**src/rtl/cache_xfer_pkg.sv**
```systemverilog
// Shared types and sizing helpers for the cache line transfer engine.
package cache_xfer_pkg;

  typedef enum logic [1:0] {
    IDLE = 2'd0,
    REQ  = 2'd1,
    WAIT = 2'd2,
    DONE = 2'd3
  } xfer_state_e;

  function automatic int beat_idx_w(input int beats);
    return (beats > 1) ? $clog2(beats) : 1;
  endfunction

  function automatic int beat_bytes(input int data_w);
    return data_w / 8;
  endfunction

  function automatic int line_bytes(input int block_w);
    return block_w / 8;
  endfunction

endpackage

```
**src/rtl/cache_line_transfer_engine_beat_counter.sv**
```systemverilog
// Modulo-BEATS beat counter: load clears, enable advances, o_tc flags the last beat.
module beat_counter
  import cache_xfer_pkg::*;
#(
  parameter int BEATS = 16
) (
  input  logic i_clk,
  input  logic i_arst,
  input  logic i_load,
  input  logic i_en,
  output logic o_tc
);

  localparam int IW = beat_idx_w(BEATS);

  logic [IW-1:0] count_q;
  logic [IW-1:0] count_d;

  always_comb begin
    count_d = count_q;
    if (i_load) begin
      count_d = '0;
    end else if (i_en) begin
      count_d = (count_q == IW'(BEATS - 1)) ? '0 : count_q + 1'b1;
    end
  end

  always_ff @(posedge i_clk) begin
    if (i_arst) begin
      count_q <= '0;
    end else begin
      count_q <= count_d;
    end
  end

  assign o_tc = (count_q == IW'(BEATS - 1));

endmodule

```
**src/rtl/cache_line_transfer_engine.sv**
```systemverilog
// Moves one cache line as a sequence of single-outstanding AXI-side beats (fill or writeback).
// Optional build macro CACHE_XFER_CWF_EN: critical-word-first reads plus o_cwf_valid pulse.
module cache_line_transfer_engine
  import cache_xfer_pkg::*;
#(
  parameter int AXI_DATA_WIDTH = 32,
  parameter int AXI_ADDR_WIDTH = 64,
  parameter int BLOCK_WIDTH    = 512
) (
  input  logic                      i_clk,
  input  logic                      i_arst,
  input  logic                      i_start_read,
  input  logic                      i_start_write,
  input  logic [AXI_ADDR_WIDTH-1:0] i_addr_cache,
  input  logic [BLOCK_WIDTH-1:0]    i_data_block_cache,
  output logic                      o_req_valid,
  input  logic                      i_req_ready,
  output logic                      o_req_we,
  output logic [AXI_ADDR_WIDTH-1:0] o_addr_axi,
  output logic [AXI_DATA_WIDTH-1:0] o_data_axi,
  input  logic                      i_rsp_valid,
  input  logic                      i_rsp_error,
  input  logic [AXI_DATA_WIDTH-1:0] i_data_axi,
  output logic                      o_busy,
  output logic                      o_done,
  output logic                      o_error,
`ifdef CACHE_XFER_CWF_EN
  output logic                      o_cwf_valid,
`endif
  output logic [BLOCK_WIDTH-1:0]    o_data_block_cache
);

  localparam int BEATS      = BLOCK_WIDTH / AXI_DATA_WIDTH;
  localparam int BEAT_BYTES = beat_bytes(AXI_DATA_WIDTH);
  localparam int LINE_BYTES = line_bytes(BLOCK_WIDTH);
  localparam int IW         = beat_idx_w(BEATS);
  localparam int BB_LOG     = $clog2(BEAT_BYTES);
  localparam logic [AXI_ADDR_WIDTH-1:0] LINE_MASK = AXI_ADDR_WIDTH'(LINE_BYTES - 1);

  function automatic logic [IW-1:0] next_idx(input logic [IW-1:0] idx);
    return (idx == IW'(BEATS - 1)) ? '0 : idx + 1'b1;
  endfunction

  function automatic logic [AXI_ADDR_WIDTH-1:0] beat_addr(input logic [AXI_ADDR_WIDTH-1:0] base,
                                                          input logic [IW-1:0] idx);
    return base + (AXI_ADDR_WIDTH'(idx) << BB_LOG);
  endfunction

  function automatic logic [AXI_DATA_WIDTH-1:0] beat_slice(input logic [BLOCK_WIDTH-1:0] line,
                                                           input logic [IW-1:0] idx);
    return line[int'(idx)*AXI_DATA_WIDTH +: AXI_DATA_WIDTH];
  endfunction

  xfer_state_e               state_q, state_d;
  logic                      we_q, we_d;
  logic [AXI_ADDR_WIDTH-1:0] base_q, base_d;
  logic [IW-1:0]             idx_q, idx_d;
  logic [BLOCK_WIDTH-1:0]    line_q, line_d;
  logic [BLOCK_WIDTH-1:0]    buf_q, buf_d;
  logic [BLOCK_WIDTH-1:0]    out_q, out_d;
  logic                      req_valid_q, req_valid_d;
  logic [AXI_ADDR_WIDTH-1:0] addr_q, addr_d;
  logic [AXI_DATA_WIDTH-1:0] data_q, data_d;
  logic                      busy_q, busy_d;
  logic                      done_q, done_d;
  logic                      error_q, error_d;
`ifdef CACHE_XFER_CWF_EN
  logic                      first_q, first_d;
  logic                      cwf_valid_q, cwf_valid_d;
`endif

  logic          cnt_load;
  logic          cnt_en;
  logic          cnt_tc;
  logic          rsp_err;
  logic [IW-1:0] start_idx;

  beat_counter #(
    .BEATS (BEATS)
  ) u_beat_counter (
    .i_clk  (i_clk),
    .i_arst (i_arst),
    .i_load (cnt_load),
    .i_en   (cnt_en),
    .o_tc   (cnt_tc)
  );

  assign rsp_err = i_rsp_valid & i_rsp_error;

  always_comb begin
    state_d     = state_q;
    we_d        = we_q;
    base_d      = base_q;
    idx_d       = idx_q;
    line_d      = line_q;
    buf_d       = buf_q;
    out_d       = out_q;
    req_valid_d = req_valid_q;
    addr_d      = addr_q;
    data_d      = data_q;
    done_d      = 1'b0;
    error_d     = 1'b0;
    cnt_load    = 1'b0;
    cnt_en      = 1'b0;
    start_idx   = '0;
`ifdef CACHE_XFER_CWF_EN
    first_d     = first_q;
    cwf_valid_d = 1'b0;
`endif

    case (state_q)
      IDLE: begin
        // Write takes priority when both starts arrive together; the read is dropped.
        if (i_start_read || i_start_write) begin
`ifdef CACHE_XFER_CWF_EN
          start_idx = i_start_write ? '0 : IW'(i_addr_cache[$clog2(LINE_BYTES)-1:BB_LOG]);
          first_d   = 1'b1;
`endif
          state_d     = REQ;
          we_d        = i_start_write;
          base_d      = i_addr_cache & ~LINE_MASK;
          idx_d       = start_idx;
          line_d      = i_data_block_cache;
          cnt_load    = 1'b1;
          req_valid_d = 1'b1;
          addr_d      = beat_addr(base_d, start_idx);
          data_d      = beat_slice(i_data_block_cache, start_idx);
        end
      end
      REQ: begin
        if (i_req_ready) begin
          state_d     = WAIT;
          req_valid_d = 1'b0;
        end
      end
      WAIT: begin
        if (i_rsp_valid) begin
          cnt_en = 1'b1;
          if (!we_q && !rsp_err) begin
            buf_d[int'(idx_q)*AXI_DATA_WIDTH +: AXI_DATA_WIDTH] = i_data_axi;
          end
`ifdef CACHE_XFER_CWF_EN
          cwf_valid_d = first_q && !we_q && !rsp_err;
          first_d     = 1'b0;
`endif
          if (rsp_err || cnt_tc) begin
            state_d = DONE;
            done_d  = 1'b1;
            error_d = rsp_err;
            if (!we_q && !rsp_err) begin
              out_d = buf_d;
            end
          end else begin
            state_d     = REQ;
            idx_d       = next_idx(idx_q);
            req_valid_d = 1'b1;
            addr_d      = beat_addr(base_q, idx_d);
            data_d      = beat_slice(line_q, idx_d);
          end
        end
      end
      DONE: begin
        state_d = IDLE;
      end
      default: begin
        state_d = IDLE;
      end
    endcase

    busy_d = (state_d != IDLE);
  end

  always_ff @(posedge i_clk) begin
    if (i_arst) begin
      state_q     <= IDLE;
      we_q        <= 1'b0;
      base_q      <= '0;
      idx_q       <= '0;
      line_q      <= '0;
      buf_q       <= '0;
      out_q       <= '0;
      req_valid_q <= 1'b0;
      addr_q      <= '0;
      data_q      <= '0;
      busy_q      <= 1'b0;
      done_q      <= 1'b0;
      error_q     <= 1'b0;
`ifdef CACHE_XFER_CWF_EN
      first_q     <= 1'b0;
      cwf_valid_q <= 1'b0;
`endif
    end else begin
      state_q     <= state_d;
      we_q        <= we_d;
      base_q      <= base_d;
      idx_q       <= idx_d;
      line_q      <= line_d;
      buf_q       <= buf_d;
      out_q       <= out_d;
      req_valid_q <= req_valid_d;
      addr_q      <= addr_d;
      data_q      <= data_d;
      busy_q      <= busy_d;
      done_q      <= done_d;
      error_q     <= error_d;
`ifdef CACHE_XFER_CWF_EN
      first_q     <= first_d;
      cwf_valid_q <= cwf_valid_d;
`endif
    end
  end

  assign o_req_valid        = req_valid_q;
  assign o_req_we           = we_q;
  assign o_addr_axi         = addr_q;
  assign o_data_axi         = data_q;
  assign o_busy             = busy_q;
  assign o_done             = done_q;
  assign o_error            = error_q;
  assign o_data_block_cache = out_q;
`ifdef CACHE_XFER_CWF_EN
  assign o_cwf_valid        = cwf_valid_q;
`endif

endmodule

```
**config.mk**
```make
export PLATFORM = sky130hd
export DESIGN_NAME = cache_line_transfer_engine
export DESIGN_NICKNAME = d
export VERILOG_FILES = /design/src/rtl/cache_xfer_pkg.sv /design/src/rtl/cache_line_transfer_engine_beat_counter.sv /design/src/rtl/cache_line_transfer_engine.sv
export SDC_FILE = /design/constraint.sdc
export NUM_CORES = 2
export LEC_CHECK = 0
export BUFFER_PORTS_ARGS = -buffer_cell sky130_fd_sc_hd__buf_2
export CORE_AREA = 10 10 465 467
export CTS_BUF_LIST = sky130_fd_sc_hd__clkbuf_4 sky130_fd_sc_hd__clkbuf_8
export DETAILED_ROUTE_END_ITERATION = 16
export DIE_AREA = 0 0 475 477
export PLACE_DENSITY_LB_ADDON = 0.05
export SYNTH_ARGS = -nofsm -noshare
export SYNTH_HDL_FRONTEND = slang
export SYNTH_HIERARCHICAL = 1
export SYNTH_SLANG_ARGS = --single-unit
```
**constraint.sdc**
```tcl
create_clock -name i_clk -period 10.3 [get_ports i_clk]
set_clock_uncertainty 0.1 [all_clocks]
set_input_delay 3.09 -clock i_clk [delete_from_list [all_inputs] [get_ports i_clk]]
set_output_delay 3.09 -clock i_clk [all_outputs]
set_load 0.01 [all_outputs]
```
Word-level counts from Yosys, hierarchy flattened

Index checks and enable logic that the tools add are counted.

Word-level logic and storage cells: 82
Output and inout port bits: 613
Input bits: 615
Bits in registers: 1705

Shift-type cells: 3
Equal/unequal tests: 9
Bitwise operators: 4
Reductions and logical operators: 17
Add/subtract/negate cells: 4
Muxes and demuxes: 31

Operators by type and width:

| operator                  | number |
|---|---|
| $bwmux 512                | 1 |
| $mux 512                  | 1 |
| $shift 32x33->512 const A | 1 |
| $shiftx 32x33->512        | 1 |
| $shiftx 512x10->32        | 1 |
| $mux 64                   | 3 |
| $pmux 64 s2               | 1 |
| $mux 32                   | 3 |
| $add 64x6->64             | 1 |
| $pmux 32 s2               | 1 |
| $neg 9->33                | 1 |
| $mux 4                    | 5 |
| $mux 1                    | 9 |
| $add 4x1->4 const B       | 2 |
| $eq 4x4->1 const B        | 2 |
| $mux 2                    | 4 |
| $ne 2x2->1 const B        | 4 |
| $pmux 2 s4                | 1 |
| $pmux 4 s2                | 1 |
| $reduce_and 4->1          | 2 |
| $reduce_and 5->1          | 1 |
| $eq 2x2->1 const B        | 2 |
| $reduce_and 2->1          | 2 |
| $reduce_bool 2->1         | 2 |
| other kinds (12)          | 16 |

Longest topological paths before layout

Word-level depth: 6
Gate-level depth with buffers: 16
Mapped depth without buffers: 8

By module

The synthesis kept the hierarchy.

Modules (own cells, without submodules):

| module                     | cells each | area an instance (um^2) | times used | sequential area each (um^2) |
|---|---|---|---|---|
| cache_line_transfer_engine | 8918       | 68658.3                 | 1          | 33932.5 |
| beat_counter               | 19         | 180.2                   | 1          | 80.1 |

Least setup slack after synthesis

Ideal clock, no wire load.

Path kind: input -> register
Start point: input port i_rsp_error
End point: register buf_q[386]
Buffers on the path: 2
Required time: 10068 ps
Path slack: 5464 ps
Arrival time: 4604 ps
Setup time: 132 ps
Stages: 8
Path through: a211o_1 -> nor2_1 -> nand4_1 -> or2_2 -> clkbuf_1 -> clkbuf_1 -> nand2_1 -> a21oi_1

Word-level cells in the longest chain between the ends: 4

RTL lines:

| item                 | RTL line                          | RTL |
|---|---|---|
| start, declared      | cache_line_transfer_engine.sv:22  | `input logic i_rsp_error,` |
| $and 1x1->1          | cache_line_transfer_engine.sv:88  | `assign rsp_err = i_rsp_valid & i_rsp_error;` |
| $logic_not 1->1      | cache_line_transfer_engine.sv:139 | `if (!we_q && !rsp_err) begin` |
| $logic_and 1x1->1    | cache_line_transfer_engine.sv:139 |  |
| $mux 512             | cache_line_transfer_engine.sv:139 |  |
| end signal, assigned | cache_line_transfer_engine.sv:198 | `buf_q <= buf_d;` |
| end, declared        | cache_line_transfer_engine.sv:59  | `logic [BLOCK_WIDTH-1:0] buf_q, buf_d;` |

No other way between the ends.
A chain may end at the register's enable or synchronous reset.

==> results.yml <==
logic_synthesis:
  synth.top_cells.by_count: "sky130_fd_sc_hd__nand2_1 (1936), sky130_fd_sc_hd__dfxtp_1 (1699), sky130_fd_sc_hd__nor2_1 (1564)"
  postSynthAreaPerCell_um2: 7.70
  synth.largest_area_cell: "sky130_fd_sc_hd__dfxtp_1"
  synth_top_area_share_pct: 49.4
  ys_async_sr_fraction_pct: 0
  synth_top_flop_cell: "sky130_fd_sc_hd__dfxtp_1"
  synth.distinct_cells: 64
  netlist_instances: 8937
  ys_top_cells_by_area: "sky130_fd_sc_hd__dfxtp_1 (49%), sky130_fd_sc_hd__a21oi_1 (11%), sky130_fd_sc_hd__nand2_1 (11%), sky130_fd_sc_hd__nor2_1 (8.5%), sky130_fd_sc_hd__a211oi_1 (6.0%)"
  number_of_enable_type_register_cells_in_the_synthesized_netlist: 0
  synth.ff_latch_count: 1699
  synthMostInstantiatedCell: "sky130_fd_sc_hd__nand2_1"
  synthesis.yosys.warnings: 6
  mappedNetlistArea_um2: 68800
  seq_area_frac_synth_pct: 49.4
drt:
  via_per_inst: 5.30
  detailed_route_wire_length_mm: 333
  first_iter_violations: 5833
  drcViolationCount: 0
  wl_per_cell_um: 26.2
  dr.pass1.iters: 7
  routed-via-count: 67471
  antenna_left: 0
global_routing:
  grt_max_degree: 233
  grt.total_usage_pct: 27.8
  global_route.overflow_total: 0
  grt_first_pass_wirelength_mm: 464
  number_of_global_route_vias_before_repair: 62806
  grt_antenna_before_repair: 116
worst_hold_path:
  whs_endpoint: "line_q[141]$_SDFFE_PP0P_"
  holdCritPathClass: "flop to flop"
  timing.hold.worst_path_depth: 2
  worst_hold_startpoint: "line_q[141]$_SDFFE_PP0P_"
pwr:
  vdd_drop_max_mv: 0.135
  leak_pwr_nw: 30.8
  power.clock.fraction_pct: 44.7
  power_report.internal_total_mw: 11.1
  power_switching_mw: 4.10
  netSwitchingFraction_pct: 27.0
  power.density_nw_per_um2: 183
  power.share.sequential_pct: 45.9
  comb_power_share_pct: 9.3
worst_setup_path:
  r2r_end: "o_data_axi[2]$_SDFFE_PP0P_"
  worst-endpoint-arrival_ns: 2.60
  crit_path_start_kind: "flop"
  startpoint: "idx_q[0]$_SDFFE_PP0P_"
  reg2regPathDepth: 9
  critical_path_class: "flop to output pin"
  worst-r2r-setup-slack_ns: 4.92
  origin_of_the_critical_flop_to_flop_path: "idx_q[0]$_SDFFE_PP0P_"
  timing.critical_path.required_ns: 7.11
  critical_path.max_fanout: 77
  critical_path.endpoint_type: "output pin"
cts:
  clk_transition_reported_paths_ns: 0.05
  clockRootBuffer: "sky130_fd_sc_hd__clkbuf_8"
  cts_repair_resize_count: 0
  clkLatencyLatePin_ns: 1.08
  post-cts-setup-buffers: 0
  clock_sinks: 1699
  cts_buffer_count: 328
  hold_buffers: 0
  tritoncts_clock_tree: "built"
  ctsLongestPathBuffers: 4
  cts-htree-levels: 5
sta:
  fin_crit_sh_pct: 56.2
  hold_violations: 0
  timing.hold.ws_ns: 0.352
  worst_slew_pin_slew_ns: 1.42
  min_period_ns: 5.79
  timing.fmax_mhz: 173
  final-setup-viol-count: 0
  timing.final.max_slew_violations: 0
  maxSlewHeadroom_pct: 5.54
  finalSetupTns_ns: 0
  setup_repair_after_global_routing_missed_its_margin: "no"
die:
  initial_utilization_pct: 33.3
  die_h_um: 477
  fp.dieW_um: 475
  placeableCoreArea_um2: 206000
  placementRows: 167
  dieArea_um2: 227000
  io_pins: 1228
layout:
  post_route_cells_drive_above_1_share_pct: 20.1
  synthToLayoutAreaGrowth_pct: 20.5
  final_nets: 10382
place:
  dp.final_hpwl_mm: 234
  place.gp.congestion: 0.878
  io_buffer_count: 1219
run_status:
  run_status: "finished, final reports clean"
flow_run:
  number_of_violations_of_the_max_capacitance_limit: 0
[power groups by stage]
stage	Sequential, mW	Clock (mW)	Combinational (mW)
5_1_grt	6.99	7.24	1.53
6_report	6.97	6.79	1.42
3_5_place_dp	7.11	0	1.42
2_1_floorplan	7.08	0	0.778
4_1_cts	6.97	6.95	1.42
3_3_place_gp	7.10	0	1.41
[kinds of logic after synthesis]
family,synth area share (%)
DFF,49.4
and+or+nand+nor,22.0
buffers and inverters,4.67
other,0.00545
muxes,3.24
AOI/OAI and AO/OA,20.5
xor gates and xnor gates,0.111
adders and majority gates,0.0727
[cells in the final DEF, fill, tap and decap left out, types with 7 or more instances in the layout]
| master | n |
|---|---|
| sky130_fd_sc_hd__and3_1 | 15 |
| sky130_fd_sc_hd__nor3_1 | 197 |
| sky130_fd_sc_hd__buf_4 | 82 |
| sky130_fd_sc_hd__dfxtp_1 | 1697 |
| sky130_fd_sc_hd__nand3_1 | 70 |
| sky130_fd_sc_hd__clkinvlp_4 | 7 |
| sky130_fd_sc_hd__mux2i_1 | 65 |
| sky130_fd_sc_hd__a211oi_1 | 546 |
| sky130_fd_sc_hd__o221ai_1 | 11 |
| sky130_fd_sc_hd__o32ai_1 | 12 |
| sky130_fd_sc_hd__a311oi_1 | 92 |
| sky130_fd_sc_hd__a31oi_1 | 25 |
| sky130_fd_sc_hd__a221oi_1 | 9 |
| sky130_fd_sc_hd__nor2b_1 | 16 |
| sky130_fd_sc_hd__nand2_2 | 10 |
| sky130_fd_sc_hd__o211ai_1 | 10 |
| sky130_fd_sc_hd__mux2_2 | 16 |
| sky130_fd_sc_hd__clkinv_2 | 19 |
| sky130_fd_sc_hd__nand4_1 | 33 |
| sky130_fd_sc_hd__clkbuf_8 | 387 |
| sky130_fd_sc_hd__a21oi_1 | 1542 |
| sky130_fd_sc_hd__nor2_1 | 1553 |
| sky130_fd_sc_hd__a22oi_1 | 29 |
| sky130_fd_sc_hd__o21ai_0 | 42 |
| sky130_fd_sc_hd__mux4_2 | 62 |
| sky130_fd_sc_hd__a21o_1 | 8 |
| sky130_fd_sc_hd__nand2_1 | 1925 |
| sky130_fd_sc_hd__nand3_2 | 10 |
| sky130_fd_sc_hd__buf_12 | 16 |
| sky130_fd_sc_hd__o22ai_1 | 19 |
| sky130_fd_sc_hd__nor2_4 | 7 |
| sky130_fd_sc_hd__buf_2 | 1218 |
| sky130_fd_sc_hd__diode_2 | 44 |
| sky130_fd_sc_hd__clkbuf_4 | 126 |
[stage by stage]
| stage | cells | worst slack (ns) | area [um^2] | utilization [%] | total power [mW] |
|---|---|---|---|---|---|
| 2_1_floorplan | 8938 | 5.46 | 68800 | - | 7.85 |
| 3_3_place_gp | 12137 | 3.76 | 76400 | 37.0 | 8.51 |
| 3_5_place_dp | 12137 | 3.73 | 76400 | 37.0 | 8.53 |
| 4_1_cts | 12677 | 4.38 | 82800 | 40.1 | 15.3 |
| 5_1_grt | 12706 | 4.40 | 82900 | 40.2 | 15.8 |
| 6_report | 12721 | 4.51 | 83000 | 40.2 | 15.2 |
[per-layer routing]
metal / share of wire (%) / GRT usage [%]
met5: 0.080 / 0
met4: 4.7 / 12.9
met3: 6.8 / 6.67
met2: 48 / 46.2
met1: 41 / 33.7
[cell type report]
cell class / count / area [um^2]
multi-input cells: 6409 / 31900
clock buffers: 513 / 6270
fillers: 21949 / 123000
diodes: 44 / 110
repair buffers: 1316 / 7030
flip-flops and latches: 1699 / 34000
inverters: 9 / 47.5
clock inverters: 27 / 160
well taps: 2704 / 3380
[sequential cells by signal (all words and copies together), names as in the netlist]
signal,flops
line_q,512
o_data_block_cache,512
o_data_axi,32
o_error,1
o_addr_axi,59
o_req_we,1
base_q,58
o_done,1
buf_q,512
idx_q,3
o_req_valid,1
u_beat_counter/count_q,4
o_busy,1
state_q,2
[worst max path at each step]
stage | to | slack, ns | cells after the start
global route | o_addr_axi[2] | 4.40 | 2
floorplan | buf_q[386]$_SDFFE_PP0P_ | 5.46 | 8
global placement | buf_q[500]$_SDFFE_PP0P_ | 3.76 | 8
detailed placement | buf_q[377]$_SDFFE_PP0P_ | 3.73 | 8
finish | o_addr_axi[2] | 4.51 | 2
CTS | o_addr_axi[2] | 4.38 | 2
[worst max-delay path, cell delays in order (launching register included)]
cell	delay, ns
sky130_fd_sc_hd__dfxtp_4	0.75
sky130_fd_sc_hd__buf_12	0.49
sky130_fd_sc_hd__buf_2	0.24
(Power assumes the default switching activity.)
